===== src/rtl/mem_ctrl.sv =====
// Byte-serial memory controller: arbitrates instruction fetches and load/store
// requests onto a single 8-bit synchronous RAM port.
module mem_ctrl (
  input  logic        clk,
  input  logic        rst,
  input  logic        if_req,
  input  logic [31:0] if_addr,
  output logic        if_done,
  output logic [31:0] if_data,
  input  logic        mem_req,
  input  logic        mem_we,
  input  logic [31:0] mem_addr,
  input  logic [1:0]  mem_len,
  input  logic [31:0] mem_wdata,
  output logic        mem_done,
  output logic [31:0] mem_rdata,
  output logic [31:0] ram_addr,
  output logic [7:0]  ram_dout,
  input  logic [7:0]  ram_din,
  output logic        ram_wr,
  output logic        stallreq_from_if,
  output logic        stallreq_from_mem
);

  typedef enum logic [2:0] {IDLE, IF_RD, MEM_RD, MEM_WR, DONE} state_t;

  state_t      state, state_nxt;
  logic [2:0]  cnt;
  logic [2:0]  nbytes;
  logic [2:0]  mem_nbytes;
  logic        owner_if;
  logic [31:0] wdata;
  logic [31:0] rbuf;
  logic [31:0] rbuf_nxt;
  logic [1:0]  rd_idx;
  logic [1:0]  wr_idx;
  logic        rd_last;
  logic        wr_last;

  // mem_len encodes bytes-1; the unused code 2 is widened to a full word
  always_comb begin
    case (mem_len)
      2'd0:    mem_nbytes = 3'd1;
      2'd1:    mem_nbytes = 3'd2;
      default: mem_nbytes = 3'd4;
    endcase
  end

  // cnt counts edges since acceptance; the RAM answers two edges after an
  // address is issued, so byte k lands when cnt == k+1
  assign rd_idx  = cnt[1:0] - 2'd1;
  assign wr_idx  = cnt[1:0] + 2'd1;
  assign rd_last = (cnt == nbytes);
  assign wr_last = ((cnt + 3'd1) == nbytes);

  always_comb begin
    rbuf_nxt = rbuf;
    rbuf_nxt[{rd_idx, 3'b000} +: 8] = ram_din;
  end

  always_ff @(posedge clk or negedge rst) begin
    if (!rst) state <= IDLE;
    else      state <= state_nxt;
  end

  always_comb begin
    state_nxt = state;
    case (state)
      IDLE: begin
        if (mem_req)     state_nxt = mem_we ? MEM_WR : MEM_RD;
        else if (if_req) state_nxt = IF_RD;
      end
      IF_RD, MEM_RD: if (rd_last) state_nxt = DONE;
      MEM_WR:        if (wr_last) state_nxt = DONE;
      DONE:          state_nxt = IDLE;
      default:       state_nxt = IDLE;
    endcase
  end

  always_comb begin
    if_done           = (state == DONE) &&  owner_if;
    mem_done          = (state == DONE) && !owner_if;
    stallreq_from_if  = if_req  && !if_done;
    stallreq_from_mem = mem_req && !mem_done;
  end

  always_ff @(posedge clk or negedge rst) begin
    if (!rst) begin
      cnt       <= 3'd0;
      nbytes    <= 3'd0;
      owner_if  <= 1'b0;
      wdata     <= 32'd0;
      rbuf      <= 32'd0;
      ram_addr  <= 32'd0;
      ram_dout  <= 8'd0;
      ram_wr    <= 1'b0;
      if_data   <= 32'd0;
      mem_rdata <= 32'd0;
    end else begin
      ram_wr <= 1'b0;
      case (state)
        IDLE: begin
          cnt  <= 3'd0;
          rbuf <= 32'd0;
          if (mem_req) begin
            owner_if <= 1'b0;
            nbytes   <= mem_nbytes;
            wdata    <= mem_wdata;
            ram_addr <= mem_addr;
            ram_dout <= mem_wdata[7:0];
            ram_wr   <= mem_we;
          end else if (if_req) begin
            owner_if <= 1'b1;
            nbytes   <= 3'd4;
            ram_addr <= if_addr;
          end
        end
        IF_RD, MEM_RD: begin
          cnt <= cnt + 3'd1;
          if (cnt != 3'd0) rbuf <= rbuf_nxt;
          if ((cnt + 3'd1) < nbytes) ram_addr <= ram_addr + 32'd1;
          // publish only on completion so the port holds its previous word meanwhile
          if (rd_last) begin
            if (owner_if) if_data   <= rbuf_nxt;
            else          mem_rdata <= rbuf_nxt;
          end
        end
        MEM_WR: begin
          cnt <= cnt + 3'd1;
          if (!wr_last) begin
            ram_addr <= ram_addr + 32'd1;
            ram_dout <= wdata[{wr_idx, 3'b000} +: 8];
            ram_wr   <= 1'b1;
          end
        end
        default: ;
      endcase
    end
  end

endmodule

===== config.mk =====
export PLATFORM = sky130hd
export DESIGN_NAME = mem_ctrl
export DESIGN_NICKNAME = d
export VERILOG_FILES = /design/src/rtl/mem_ctrl.sv
export SDC_FILE = /design/constraint.sdc
export NUM_CORES = 1
export LEC_CHECK = 0
export CORE_MARGIN = 10
export CORE_UTILIZATION = 37
export DETAILED_ROUTE_END_ITERATION = 8
export HOLD_SLACK_MARGIN = 0.02
export PLACE_DENSITY_LB_ADDON = 0.08
export SLEW_MARGIN = 20
export SYNTH_ARGS = -nofsm -noshare
export SYNTH_HDL_FRONTEND = slang
export SYNTH_SLANG_ARGS = --single-unit

===== constraint.sdc =====
create_clock -name clk -period 6.5 [get_ports clk]
set_clock_uncertainty 0.1 [all_clocks]
set_input_delay 1.3 -clock clk [delete_from_list [all_inputs] [get_ports clk]]
set_output_delay 1.3 -clock clk [all_outputs]
set_load 0.05 [all_outputs]

==> results list <==
- Total of hold buffers inserted after clock tree synthesis: 0
* Final standard cell count with taps included and fillers excluded: 1431
- Initial detailed-routing violation count: 548
- Antenna violations before repair: 0
- Actual slew at the worst max-slew pin: 1.06 ns
- Layer with the highest usage: met2
- Met2 track demand over resource in global routing: 28.5%
* Placement-stage cell area: around 11000 um2
* Global Route met3 Usage: 4.59%
* Net Count, Synth: 1045
* Clock period minus final worst setup slack: 4.47 ns
* Number of enable flip-flop cells after synthesis: 0
- The multi-input combinational cells in the finished layout cover a total of 4050 um2.
- After synthesis the netlist holds a flip-flop and latch count of 179.
- Standard cell with the maximum stage delay on the critical path: sky130_fd_sc_hd__clkdlybuf4s50_1
* Final worst-path cycle share: 68.7%
* Number of different library cells in the post-synthesis netlist: 54
* Cell area after technology mapping: 8850 um2
- Total global-route track usage: 17.3%
- CTS tree: yes
* Accumulated negative setup slack: 0 ns
* WL final: 27000 um
- Overflow after GRT: 0
- Slew HR: 29.4%
- Worst vdd rail ir drop: 0.267 mV
- Area overhead of the layout relative to synthesis: 33.3%
- CTS built an H-tree with a depth of 4.
* Total of cells resized after clock tree synthesis: 0
- Post-detail-place hpwl: about 19000 um
- The clock drives 179 sinks.
- Cell row count: 56
* Detailed Routing Iterations Pass 1: 6
- Of the synthesized area, sequential elements account for 50.6%.
- At the placement stage, the worst setup path has a slack of between 1.5 and 2 ns.
- After layout, the worst setup slack is 2.03 ns.
- # port buffers: 219
* Vias in the first global route: between 7000 and 8000
- Crit. End Element: primary output
* ANT nets after route: 0
- For this design the static power due to leakage is 5.04 nW.
- The run finished with clean final reports.
- Worst Path Max Fanout: 49
* Count of pins on the block boundary: 220
- Post-Syn Area per Cell: 9.57 um2
- Number of setup violations in the final report: 0
- Entering global routing, the biggest net connects 83 pins.
- Arrival time of data at the critical path endpoint: 3.07 ns
* Max Fclk: 0.224 GHz
- Post-synthesis async set-or-reset flop share: 100%
* Final worst hold slack: 0.376 ns
- Mean routed wirelength per cell: between 15 and 20 um
- In this run, placement finished with an instance count of 1399.
* CP startpoint kind: input pin
- Synthesis produced a netlist whose cell count is roughly 930.
- The routed layout has around 7500 vias.
* Die Footprint: slightly above 30000 um2
- The die is between 150 and 200 um wide.
- Counting along the longest clock path gives a buffer depth of 2.
* Post-CTS Setup Bufs: 0
- Worst setup path class: in -> out
- CP Cell Sequence: buf_2, nor2b_1, clkdlybuf4s50_1
- The worst hold path belongs to the class reg -> reg.
* Die outline height: 175 um
* Crit path required time: 5.10 ns
- Initial Util: 37.7%
* Yosys Warn Count: 0
* Top FF cell, synth: sky130_fd_sc_hd__dfrtp_1
* # diodes: 0
- Fraction of final layout cells with drive strength greater than 1: between 7 and 8%
* Fraction of met1 tracks used by global routing: 22.4%
- Delay of the slowest cell on the worst path: 0.82 ns
- The number of hold violations in the final report is 0.
* MaxCap Viol Count: 0
- Net count reported at finish: 1219
- CTS placed an instance of sky130_fd_sc_hd__clkbuf_16 at the clock tree root.
* Setup repair after global routing missed its margin: false
- Power density over the cells: 561 nW/um2
- Design area: approximately 12000 um2
- Global-route wire length before repair: 42600 um
* Post-layout total power: 6.62 mW
* Register cell area after layout: between 4000 and 5000 um2
- The congestion estimate from routability-driven global placement came to 0.775.
- DRC violation count after routing: 0
- Final max-slew violation count: 0
- Clock-pin slew of the registers on the worst-case setup and hold paths: about 0.07 ns
- Area of the core region: approximately 23000 um2
- Clock latency on the worst-skew pair: approximately 0.43 ns
- Number of CTS-inserted buffers: 17
* Number of fillers in the final layout: 2257
- At the end of the flow the core is filled with cells to 50.3%.
* Average vias per placed instance: 5.21
[layer usage]
| layer | vias to the layer above | part of all wire [%] | wire length, um |
|---|---|---|---|
| li1 | 3661 | - | - |
| met3 | 14 | 5.8 | 1560 |
| met4 | 0 | 0.67 | 181 |
| met1 | 3582 | 44 | 12000 |
| met2 | 202 | 49 | 13300 |
| met5 | - | 0 | 0 |
[cell usage in the layout (no fill, tap or decap), drive strengths merged, types with 3 or more instances in the layout]
cell type	n
a211oi	17
a21oi	73
a22o	36
a22oi	9
a2bb2oi	13
a31oi	18
and3	11
and4	4
buf	11
clkbuf	19
clkdlybuf4s50	217
clkinv	3
dfrtp	179
ha	9
inv	18
mux2	8
mux2i	21
mux4	8
nand2	165
nand3	11
nand4	15
nor2	56
nor2b	42
nor3	29
nor4	8
o211a	3
o21ai	58
o22a	16
o22ai	4
o31ai	3
or2	5
xor2	3
[Yosys cell counts (2+ instances only)]
library cell / number / share of area [%]
sky130_fd_sc_hd__nand3b_1: 2 / 0.17
sky130_fd_sc_hd__inv_1: 9 / 0.38
sky130_fd_sc_hd__or2_2: 5 / 0.35
sky130_fd_sc_hd__o22ai_1: 4 / 0.28
sky130_fd_sc_hd__nand3_1: 10 / 0.57
sky130_fd_sc_hd__a31oi_1: 18 / 1.3
sky130_fd_sc_hd__and3_1: 11 / 0.78
sky130_fd_sc_hd__a21oi_1: 73 / 4.1
sky130_fd_sc_hd__a22oi_1: 9 / 0.76
sky130_fd_sc_hd__xnor2_1: 2 / 0.20
sky130_fd_sc_hd__nor3_2: 2 / 0.23
sky130_fd_sc_hd__mux4_2: 8 / 2.0
sky130_fd_sc_hd__nand2_1: 165 / 7.0
sky130_fd_sc_hd__ha_1: 9 / 1.3
sky130_fd_sc_hd__o211a_1: 3 / 0.34
sky130_fd_sc_hd__o31ai_1: 3 / 0.25
sky130_fd_sc_hd__clkbuf_1: 36 / 1.5
sky130_fd_sc_hd__nor4_1: 5 / 0.35
sky130_fd_sc_hd__a21o_1: 2 / 0.17
sky130_fd_sc_hd__dfrtp_1: 179 / 51
sky130_fd_sc_hd__nand4_1: 14 / 0.99
sky130_fd_sc_hd__a2bb2oi_1: 13 / 1.3
sky130_fd_sc_hd__mux2_2: 8 / 1.0
sky130_fd_sc_hd__and4_1: 4 / 0.40
sky130_fd_sc_hd__nor2b_1: 42 / 3.0
sky130_fd_sc_hd__o21ai_0: 57 / 3.2
sky130_fd_sc_hd__a211oi_1: 16 / 1.4
sky130_fd_sc_hd__buf_2: 23 / 1.3
sky130_fd_sc_hd__and2_1: 2 / 0.14
sky130_fd_sc_hd__a211o_1: 2 / 0.20
sky130_fd_sc_hd__o22a_1: 16 / 1.6
sky130_fd_sc_hd__nor3_1: 27 / 1.5
sky130_fd_sc_hd__xor2_1: 3 / 0.30
sky130_fd_sc_hd__a22o_1: 36 / 3.6
sky130_fd_sc_hd__mux2i_1: 21 / 2.4
sky130_fd_sc_hd__nor2_1: 55 / 2.3
sky130_fd_sc_hd__buf_1: 13 / 0.55
sky130_fd_sc_hd__nor4_4: 2 / 0.48
[report_power, final]
part	internal (mW)	switching (mW)	leakage, nW	total (mW)
combinational	1.27	2.39	2.59	3.66
sequential	1.57	0.383	2.18	1.95
clock	0.521	0.493	0.277	1.01
total	3.36	3.26	5.04	6.62
[critical path: cells and delay by family]
family,cells,cell delay [ns]
AND/OR/NAND/NOR,1,0.22
buffers and inverters,2,1.55
[path summary, 6_finish.rpt]
kind                       startpoint                end  slack (ns)  depth (start not counted)
max in group asynchronous         rst           wdata[9]        4.27                          2
min in group asynchronous         rst      mem_rdata[29]        0.81                          1
hold / removal              wdata[18]          wdata[18]        0.38                          2
setup / recovery              mem_req  stallreq_from_mem        2.03                          3
hold reg to reg             wdata[18]          wdata[18]        0.38                          2
setup reg to reg               cnt[0]        ram_addr[4]        2.28                          9
[sequential cells by signal, indices dropped and copies added (netlist names)]
| signal | count |
|---|---|
| if_data | 32 |
| mem_rdata | 32 |
| ram_addr | 32 |
| rbuf | 32 |
| wdata | 32 |
| ram_dout | 8 |
| cnt | 3 |
| nbytes | 3 |
| state | 3 |
| owner_if | 1 |
| ram_wr | 1 |
[logic make-up after synthesis]
| logic type | after synthesis | synth area share (%) |
|---|---|---|
| buffers and inverters | 83 | 3.89 |
| and+or+nand+nor | 353 | 19.2 |
| adders and majority gates | 9 | 1.27 |
| DFF | 179 | 50.6 |
| AOI/OAI and AO/OA | 259 | 19.1 |
| xor gates and xnor gates | 5 | 0.495 |
| muxes | 37 | 5.43 |
[final cells by class]
cell class                      instances  area share, %
Inverter                               10          0.318
Multi-Input combinational cell        663           34.4
Clock inverter                         13           1.11
Clock buffer                           19           3.75
Tap cell                              319           3.38
Sequential cell                       179           38.0
Timing Repair Buffer                  228           19.1
No activity file was read; power rests on OpenSTA's default activity.
